## config.mk

```make
export PLATFORM = sky130hd
export DESIGN_NAME = collision_monitor
export DESIGN_NICKNAME = d
export VERILOG_FILES = /design/src/rtl/collision_pkg.sv /design/src/rtl/overlap_counter.sv /design/src/rtl/collision_monitor.sv
export SDC_FILE = /design/constraint.sdc
export NUM_CORES = 1
export LEC_CHECK = 0
export BUFFER_PORTS_ARGS = -buffer_cell sky130_fd_sc_hd__buf_4
export CAP_MARGIN = 20
export CORE_MARGIN = 5
export CORE_UTILIZATION = 51
export DETAILED_ROUTE_END_ITERATION = 7
export GPL_TIMING_DRIVEN = 0
export PLACE_DENSITY = 0.82
export SYNTH_ARGS = -nofsm -noshare
export SYNTH_HDL_FRONTEND = slang
export SYNTH_SLANG_ARGS = --single-unit
```

## constraint.sdc

```tcl
create_clock -name Clk -period 1.85 [get_ports Clk]
set_input_delay 0.4625 -clock Clk [delete_from_list [all_inputs] [get_ports Clk]]
set_output_delay 0.4625 -clock Clk [all_outputs]
set_load 0.005 [all_outputs]
```

## src/rtl/collision_pkg.sv

```systemverilog
// Shared constants, FSM encoding and helpers for the collision monitor.
package collision_pkg;

  localparam int unsigned LIVES_W = 3;
  localparam int unsigned INV_W   = 8;

  localparam logic [2:0] IDLE   = 3'd0;
  localparam logic [2:0] PLAY   = 3'd1;
  localparam logic [2:0] HIT    = 3'd2;
  localparam logic [2:0] INVULN = 3'd3;
  localparam logic [2:0] OVER   = 3'd4;

  typedef enum logic [2:0] {
    StIdle   = IDLE,
    StPlay   = PLAY,
    StHit    = HIT,
    StInvuln = INVULN,
    StOver   = OVER
  } state_e;

  function automatic int unsigned ovl_max_f(input int unsigned w);
    return (32'd1 << w) - 32'd1;
  endfunction

  localparam int unsigned OVL_W_DEFAULT = 12;
  localparam int unsigned OVL_MAX       = ovl_max_f(OVL_W_DEFAULT);

endpackage

```

## src/rtl/overlap_counter.sv

```systemverilog
// Saturating per-frame overlap counter with frame reload and hit threshold compare.
// COLLISION_DEBUG_EN adds a latched frame count and a peak tracker.
module overlap_counter
  import collision_pkg::*;
#(
  parameter int unsigned OVL_W      = 12,
  parameter int unsigned HIT_THRESH = 16
) (
  input  logic             clk_i,
  input  logic             rst_ni,
  input  logic             clear_i,
  input  logic             frame_i,
  input  logic             ovl_i,
  output logic             eval_o,
  output logic             frame_hit_o,
  output logic [OVL_W-1:0] peak_o
);

  localparam logic [OVL_W-1:0] CntMax = OVL_W'(ovl_max_f(OVL_W));
  localparam logic [OVL_W-1:0] Thresh = OVL_W'(HIT_THRESH);

  logic [OVL_W-1:0] cnt_d, cnt_q;
  logic             eval_d, eval_q;
  logic             hit_d, hit_q;

  always_comb begin
    cnt_d  = cnt_q;
    eval_d = 1'b0;
    hit_d  = 1'b0;
    if (clear_i) begin
      cnt_d = '0;
    end else if (frame_i) begin
      // A pixel coincident with the frame pulse already belongs to the new frame.
      cnt_d  = OVL_W'(ovl_i);
      eval_d = 1'b1;
      hit_d  = (cnt_q >= Thresh);
    end else if (ovl_i && (cnt_q != CntMax)) begin
      cnt_d = cnt_q + OVL_W'(1);
    end
  end

  always_ff @(posedge clk_i or negedge rst_ni) begin
    if (!rst_ni) begin
      cnt_q  <= '0;
      eval_q <= 1'b0;
      hit_q  <= 1'b0;
    end else begin
      cnt_q  <= cnt_d;
      eval_q <= eval_d;
      hit_q  <= hit_d;
    end
  end

  assign eval_o      = eval_q;
  assign frame_hit_o = hit_q;

`ifdef COLLISION_DEBUG_EN
  logic [OVL_W-1:0] frame_cnt_d, frame_cnt_q;
  logic [OVL_W-1:0] peak_d, peak_q;

  always_comb begin
    frame_cnt_d = frame_cnt_q;
    peak_d      = peak_q;
    if (clear_i) begin
      frame_cnt_d = '0;
      peak_d      = '0;
    end else begin
      if (frame_i) begin
        frame_cnt_d = cnt_q;
      end
      if (eval_q && (frame_cnt_q > peak_q)) begin
        peak_d = frame_cnt_q;
      end
    end
  end

  always_ff @(posedge clk_i or negedge rst_ni) begin
    if (!rst_ni) begin
      frame_cnt_q <= '0;
      peak_q      <= '0;
    end else begin
      frame_cnt_q <= frame_cnt_d;
      peak_q      <= peak_d;
    end
  end

  assign peak_o = peak_q;
`else
  assign peak_o = '0;
`endif

endmodule

```

## src/rtl/collision_monitor.sv

```systemverilog
// Per-frame collision decision plus lives / invulnerability / game-over FSM.
// Define COLLISION_DEBUG_EN to drive peak_overlap with the per-game peak frame count.
module collision_monitor
  import collision_pkg::*;
#(
  parameter int unsigned CIDXW         = 3,
  parameter int unsigned OVL_W         = 12,
  parameter int unsigned HIT_THRESH    = 16,
  parameter int unsigned LIVES_INIT    = 3,
  parameter int unsigned INVULN_FRAMES = 60
) (
  input  logic               Clk,
  input  logic               Reset_n,
  input  logic               pix_en,
  input  logic               bright,
  input  logic               frame,
  input  logic               game_active,
  input  logic [CIDXW:0]     char_pix,
  input  logic [CIDXW:0]     obstacle_pix,
  output logic               fail_pulse,
  output logic [LIVES_W-1:0] lives,
  output logic               invuln,
  output logic               game_over,
  output logic [OVL_W-1:0]   peak_overlap
);

  localparam logic [LIVES_W-1:0] LivesInit = LIVES_W'(LIVES_INIT);
  localparam logic [INV_W-1:0]   InvInit   = INV_W'(INVULN_FRAMES);

  logic ovl_event;
  logic frame_eval;
  logic frame_hit;

  assign ovl_event = pix_en & bright & (|char_pix) & (|obstacle_pix);

  overlap_counter #(
    .OVL_W      (OVL_W),
    .HIT_THRESH (HIT_THRESH)
  ) u_overlap_counter (
    .clk_i       (Clk),
    .rst_ni      (Reset_n),
    .clear_i     (~game_active),
    .frame_i     (frame),
    .ovl_i       (ovl_event),
    .eval_o      (frame_eval),
    .frame_hit_o (frame_hit),
    .peak_o      (peak_overlap)
  );

  state_e             state_q;
  logic [LIVES_W-1:0] lives_q;
  logic [INV_W-1:0]   inv_cnt_q;
  logic               fail_q;
  logic               invuln_q;
  logic               over_q;
  // Set on every entry to PLAY: the next frame decision covers a frame that
  // was only partly counted (or counted while immune), so it is discarded.
  logic               skip_q;

  always_ff @(posedge Clk or negedge Reset_n) begin
    if (!Reset_n) begin
      state_q   <= StIdle;
      lives_q   <= '0;
      inv_cnt_q <= '0;
      fail_q    <= 1'b0;
      invuln_q  <= 1'b0;
      over_q    <= 1'b0;
      skip_q    <= 1'b0;
    end else if (!game_active) begin
      state_q   <= StIdle;
      lives_q   <= '0;
      inv_cnt_q <= '0;
      fail_q    <= 1'b0;
      invuln_q  <= 1'b0;
      over_q    <= 1'b0;
      skip_q    <= 1'b0;
    end else begin
      fail_q <= 1'b0;
      unique case (state_q)
        StIdle: begin
          lives_q <= LivesInit;
          skip_q  <= 1'b1;
          state_q <= StPlay;
        end
        StPlay: begin
          if (frame_eval) begin
            skip_q <= 1'b0;
            if (frame_hit && !skip_q) begin
              fail_q  <= 1'b1;
              lives_q <= lives_q - LIVES_W'(1);
              state_q <= StHit;
            end
          end
        end
        StHit: begin
          if (lives_q == '0) begin
            over_q  <= 1'b1;
            state_q <= StOver;
          end else begin
            inv_cnt_q <= InvInit;
            invuln_q  <= 1'b1;
            state_q   <= StInvuln;
          end
        end
        StInvuln: begin
          if (frame) begin
            if (inv_cnt_q <= INV_W'(1)) begin
              inv_cnt_q <= '0;
              invuln_q  <= 1'b0;
              skip_q    <= 1'b1;
              state_q   <= StPlay;
            end else begin
              inv_cnt_q <= inv_cnt_q - INV_W'(1);
            end
          end
        end
        StOver: begin
          state_q <= StOver;
        end
        default: begin
          state_q <= StIdle;
        end
      endcase
    end
  end

  assign fail_pulse = fail_q;
  assign lives      = lives_q;
  assign invuln     = invuln_q;
  assign game_over  = over_q;

endmodule

```

# After elaboration in Yosys (flattened, before gate mapping)
# Cells that the tools add are included.
# totals
inputBits,14
word_cells,87
regBits,32
# op_classes
n_reduce_logical,13
eq_ne,16
n_lt_le_gt_ge,2
add_sub_neg,3
n_mux,40
bitwise,3
# op_table
operator,count
2-to-1 mux 12 bit,3
2-to-1 mux 8 bit,4
2-to-1 mux 3 bit,9
2-to-1 mux 1 bit,19
case mux 8 bit (2 select lines),1
case mux 3 bit (5 select lines),1
"adder 12 x 1 -> 12 bit, second input constant",1
"greater-or-equal comparator 12 x 5 -> 1 bit, second input constant",1
"!= test 12 bit, second input constant",1
"!= test 3 bit, second input constant",4
AND reduction 4 bit,3
"<= comparator 8 x 1 -> 1 bit, second input constant",1
OR reduction 4 bit,2
"subtractor 8 x 1 -> 8 bit, second input constant",1
"equality test 3 x 2 -> 1 bit, second input constant",2
logical NOT 3 bit,2
"!= test 3 x 1 -> 1 bit, second input constant",2
"!= test 3 x 2 -> 1 bit, second input constant",2
case mux 3 bit (2 select lines),1
AND reduction 3 bit,2
"!= test 2 x 1 -> 1 bit, second input constant",2
"!= test 4 x 1 -> 1 bit, second input constant",1
AND 1 bit,3
"equality test 3 x 1 -> 1 bit, second input constant",1
other kinds (7),8

# Longest topological paths before layout
# depth
depth_word,7
mapped_depth,7

# Hierarchy
# Synthesis repeated with hierarchy kept, for this count alone.
# unflattened
hier_cells,225
area_unflattened_um2,1998.2
# by_module_without_submodules
module,cells_each,area_each_um2,instances
collision_monitor,133,1123.6,1
overlap_counter,92,874.6,1

# Worst setup path after synthesis
# No wires, ideal clock.
# synth_path
path_kind,input to register
from,input char_pix[1]
to,register u_overlap_counter.cnt_q[0]
path_stages,5
arrival_time_ns,1.724
slack_ns,0.002
setup_time_ns,0.124
path_cell_list,or4_1 nand4_1 buf_2 nor3_1 o31a_1
# synth_via
elab_chain_len,5
word_cells_on_any_way,7
cone_classes,eq/ne (1); mux (2); bitwise (2); reduce/logical (2)
# synth_rtl
item,line_no,text
start: declaration,collision_monitor.sv:18,"input logic [CIDXW:0] char_pix,"
OR reduction 4 bit (*),collision_monitor.sv:34,assign ovl_event = pix_en & bright & (|char_pix) & (|obstacle_pix);
AND 1 bit (*) (2 in a row),collision_monitor.sv:34,
logical AND 1 bit or 2-to-1 mux 12 bit (tied branches),"overlap_counter.sv:37, overlap_counter.sv:32",
!= test 3 x 2 -> 1 bit (no line) or 2-to-1 mux 12 bit (tied branches),--,
end signal: assignment,overlap_counter.sv:48,cnt_q <= cnt_d;
end: declaration,overlap_counter.sv:22,"logic [OVL_W-1:0] cnt_d, cnt_q;"
# Mark *: on every way between the ends. The rest lies on a longest branch, timed or not.
# A chain may end at the register's enable or synchronous reset.

# Worst setup path after layout
# layout_path
from,register inv_cnt_q[7]
to,register inv_cnt_q[5]
# layout_via
elab_chain_len,5
# layout_rtl
item,line_no,text
start: declaration,collision_monitor.sv:52,logic [INV_W-1:0] inv_cnt_q;
start signal: assignment,collision_monitor.sv:100,inv_cnt_q <= InvInit;
start signal: assignment,collision_monitor.sv:113,inv_cnt_q <= inv_cnt_q - INV_W'(1);
<= comparator 8 x 1 -> 1 bit,collision_monitor.sv:107,if (inv_cnt_q <= INV_W'(1)) begin
2-to-1 mux 8 bit,collision_monitor.sv:107,
2-to-1 mux 8 bit,collision_monitor.sv:106,if (frame) begin
case mux 8 bit (2 select lines),collision_monitor.sv:79,unique case (state_q)
2-to-1 mux 8 bit,collision_monitor.sv:69,end else if (!game_active) begin
# No other way between the ends. The select of a mux whose other input is x is not followed.

==> impl_results.md <==
* Status: finished with violations
* Failing checks: setup timing
* Post-layout util at 66.7%
* Nets@finish at 278
* Placed cell area at 2200 um^2
* Dominant synthesized flop cell: dfrtp_1
* Max Fanout on Critical Path at 8
* Setup TNS at -0.111 ns
* Post-DRT Antenna Nets at 0
* WL per Instance at 14.3 um
* Core Rows at 22
* Post-Synthesis Cell Area at 1960 um^2
* Synth area leaders: dfrtp_1 (41%), buf_4 (4.6%), ha_1 (3.8%)
* Crit path arrival time at 2.06 ns
* Post-DR vias/cell at 5.79
* Clk Tree Root Cell: clkbuf_8
* GR Overflow Total at 0
* Final instance area at 2460 um^2
* Clk slew on worst S/H paths at 0.07 ns
* Area Overhead vs Synth at 25.7%
* Warnings from Yosys at 0
* Die Area at 5170 um^2
* Synth top area share at 40.9%
* Core box area at 3690 um^2
* DRT iter0 DRCs at 214
* Largest net degree at the start of global routing at 33
* WL final at 4.38 mm
* Worst setup SP type: register
* Hold slack at 0.108 ns
* Slowest-stage cell, CP: or4_4
* Relative slew margins at 62.1%
* Setup WS post-layout at -0.0345 ns
* Cell count after synthesis at 208
* All-Layer GR Usage at 17.2%
* Clock latency at the later pin of the worst-skew pair at 0.29 ns
* Largest area contributor in the netlist: dfrtp_1
* Dpl hpwl at 2.89 mm
* Vias after detailed routing at 1776
* TritonCTS buffer count at 5
* Initial antenna violation count at 0
* Share of cells above drive strength 1 at 27.4%
* Antenna diode count at 0
* Pwr dens at 643 nW/um^2
* Length of the first detailed-routing pass in iterations at 4
* RePlAce Congestion at 0.793
* Fin crit share at 102%
* IO buf count at 19
* Final Skew at 0.00647 ns
* Worst setup EP type: register
* RSZ-0062 raised after global routing: true
* Initial Util at 53.0%
* Sink count of the clock tree at 32
* Max Freq at 0.531 GHz
* DRC at 0
* WP data required at 2.03 ns
* DIE WIDTH at 71.9 um
* # IOs at 32
* Sequential share of the synthesized area at 40.9%
* Final Critical Period at 1.88 ns
* Setup violators final at 4
* Netlist cell types at 51
* Longest Clk Path Bufs at 2
* Final hold vios at 0
* Final Max Tran Viols at 0
* Max incr delay on CP at 0.57 ns
* CTS tree: built
* Post-synth ARST share at 100%
* Hold WC Path Type: in -> async
* Mean post-synth cell area at 9.40 um^2
* Global-route wire length before repair at 7.22 mm
* Fillers at 304
* Lkg Pwr at 0.00106 uW
* Chip height at 71.9 um
* Critical path class: reg -> reg
* Worst Tran Pin Value at 0.562 ns
* Crit path cell chain: or4_4 > o41ai_4 > buf_6 > o41ai_2 > a22o_1
* Max IR drop VDD at 0.000300 V
* Max cap viols at 0
* Seq cells post-synth at 32
* Post-synth EDFFs at 0
* Htree depth at 2
* Number of global-route vias before repair at 1664
==> what timing repair did <==
item,in CTS,in global routing
pin swaps,5,4
resized for setup,5,12
hold buffers,0,0
setup buffers,4,8
cloned,1,0
endpoints found under the hold margin,0,0
endpoints found under the setup margin,9,15
==> synthesized netlist by cell type (all sizes together), types with 3 or more instances <==
master  number
a211oi       4
a21oi       13
a22o         4
and4         3
buf         15
clkbuf       3
dfrtp       32
ha           6
inv         11
nand2        9
nand2b       4
nand3        8
nand4        4
nor2         8
nor3        13
nor3b        3
nor4         6
o21ai       12
o31a         3
o31ai       10
or3          3
or4          9
==> flip-flops by register name, indices dropped and copies added (netlist names) <==
register                       cells
u_overlap_counter.cnt_q           12
inv_cnt_q                          8
lives                              3
state_q                            3
fail_pulse                         1
game_over                          1
invuln                             1
skip_q                             1
u_overlap_counter.eval_o           1
u_overlap_counter.frame_hit_o      1
==> final cells by class <==
type	instances	area, um^2	share of cell area [%]
timing repair buffer	32	241	9.82
inverter	11	41.3	1.68
buffer	18	126	5.14
tap	48	60.1	2.44
clock buffer	6	82.6	3.36
multi-input combinational	158	1100	44.6
sequential	32	801	32.6
clock inverter	2	10.0	0.407
==> critical path: cells and delay by family, from the launching register on <==
family	cells	cell delay [ns]
flops	1	0.40
simple gates	1	0.57
compound gates	3	0.64
buf+inv	1	0.17
==> path summary, 6_finish.rpt <==
kind / from / endpoint / slack, ns / depth (start not counted)
setup reg to reg: inv_cnt_q[7] / inv_cnt_q[5] / -0.03 / 5
setup / recovery: inv_cnt_q[7] / inv_cnt_q[5] / -0.03 / 5
hold reg to reg: invuln / invuln / 0.50 / 1
hold / removal: Reset_n / inv_cnt_q[3] / 0.11 / 1
min in group Clk: frame / u_overlap_counter.cnt_q[0] / 0.48 / 2
max in group asynchronous: Reset_n / u_overlap_counter.cnt_q[8] / 1.45 / 1
==> cell families (layout without fill, tap and decap cells) <==
logic type / after synthesis / after routing / share of synthesized area (%)
compound gates: 59 / 59 / 21.4
xor+xnor: 1 / 1 / 0.448
fa+ha+maj: 6 / 6 / 3.84
buf+inv: 29 / 69 / 8.38
flops: 32 / 32 / 40.9
mux: 1 / 1 / 0.512
other cells: 1 / 12 / 0.192
simple gates: 79 / 79 / 24.2
==> per-layer routing <==
metal / wire length, um / global-route usage, % / vias up
met5: 0 / 0 / -
met1: 1890 / 21.4 / 847
met3: 260 / 4.57 / 4
li1: - / - / 872
met2: 2190 / 28.9 / 53
met4: 38 / 5.85 / 0
==> power by group <==
group	switching [uW]	internal [uW]
logic	130	131
registers	30.1	723
clock network	270	297
==> per-stage QoR <==
stage	std cells	total power, uW	worst slack [ns]
after floorplan	219	906	0.00227
after global placement	286	979	-0.289
after detailed placement	286	983	-0.301
after CTS	299	1570	0.000370
after global routing	307	1660	-0.0925
final	307	1580	-0.0345
==> cell usage in the layout, fill, tap and decap left out, drive strengths merged, types with 3 or more instances in the layout <==
master	Yosys	layout
buf	15	47
dfrtp	32	32
a21oi	13	13
nor3	13	13
conb	1	12
o21ai	12	12
inv	11	11
o31ai	10	10
nand2	9	9
or4	9	9
clkbuf	3	9
nor2	8	8
nand3	8	8
nor4	6	6
ha	6	6
nand2b	4	4
a211oi	4	4
nand4	4	4
a22o	4	4
and4	3	3
o31a	3	3
or3	3	3
nor3b	3	3
Note: power is estimated with default switching activity, not from simulation.
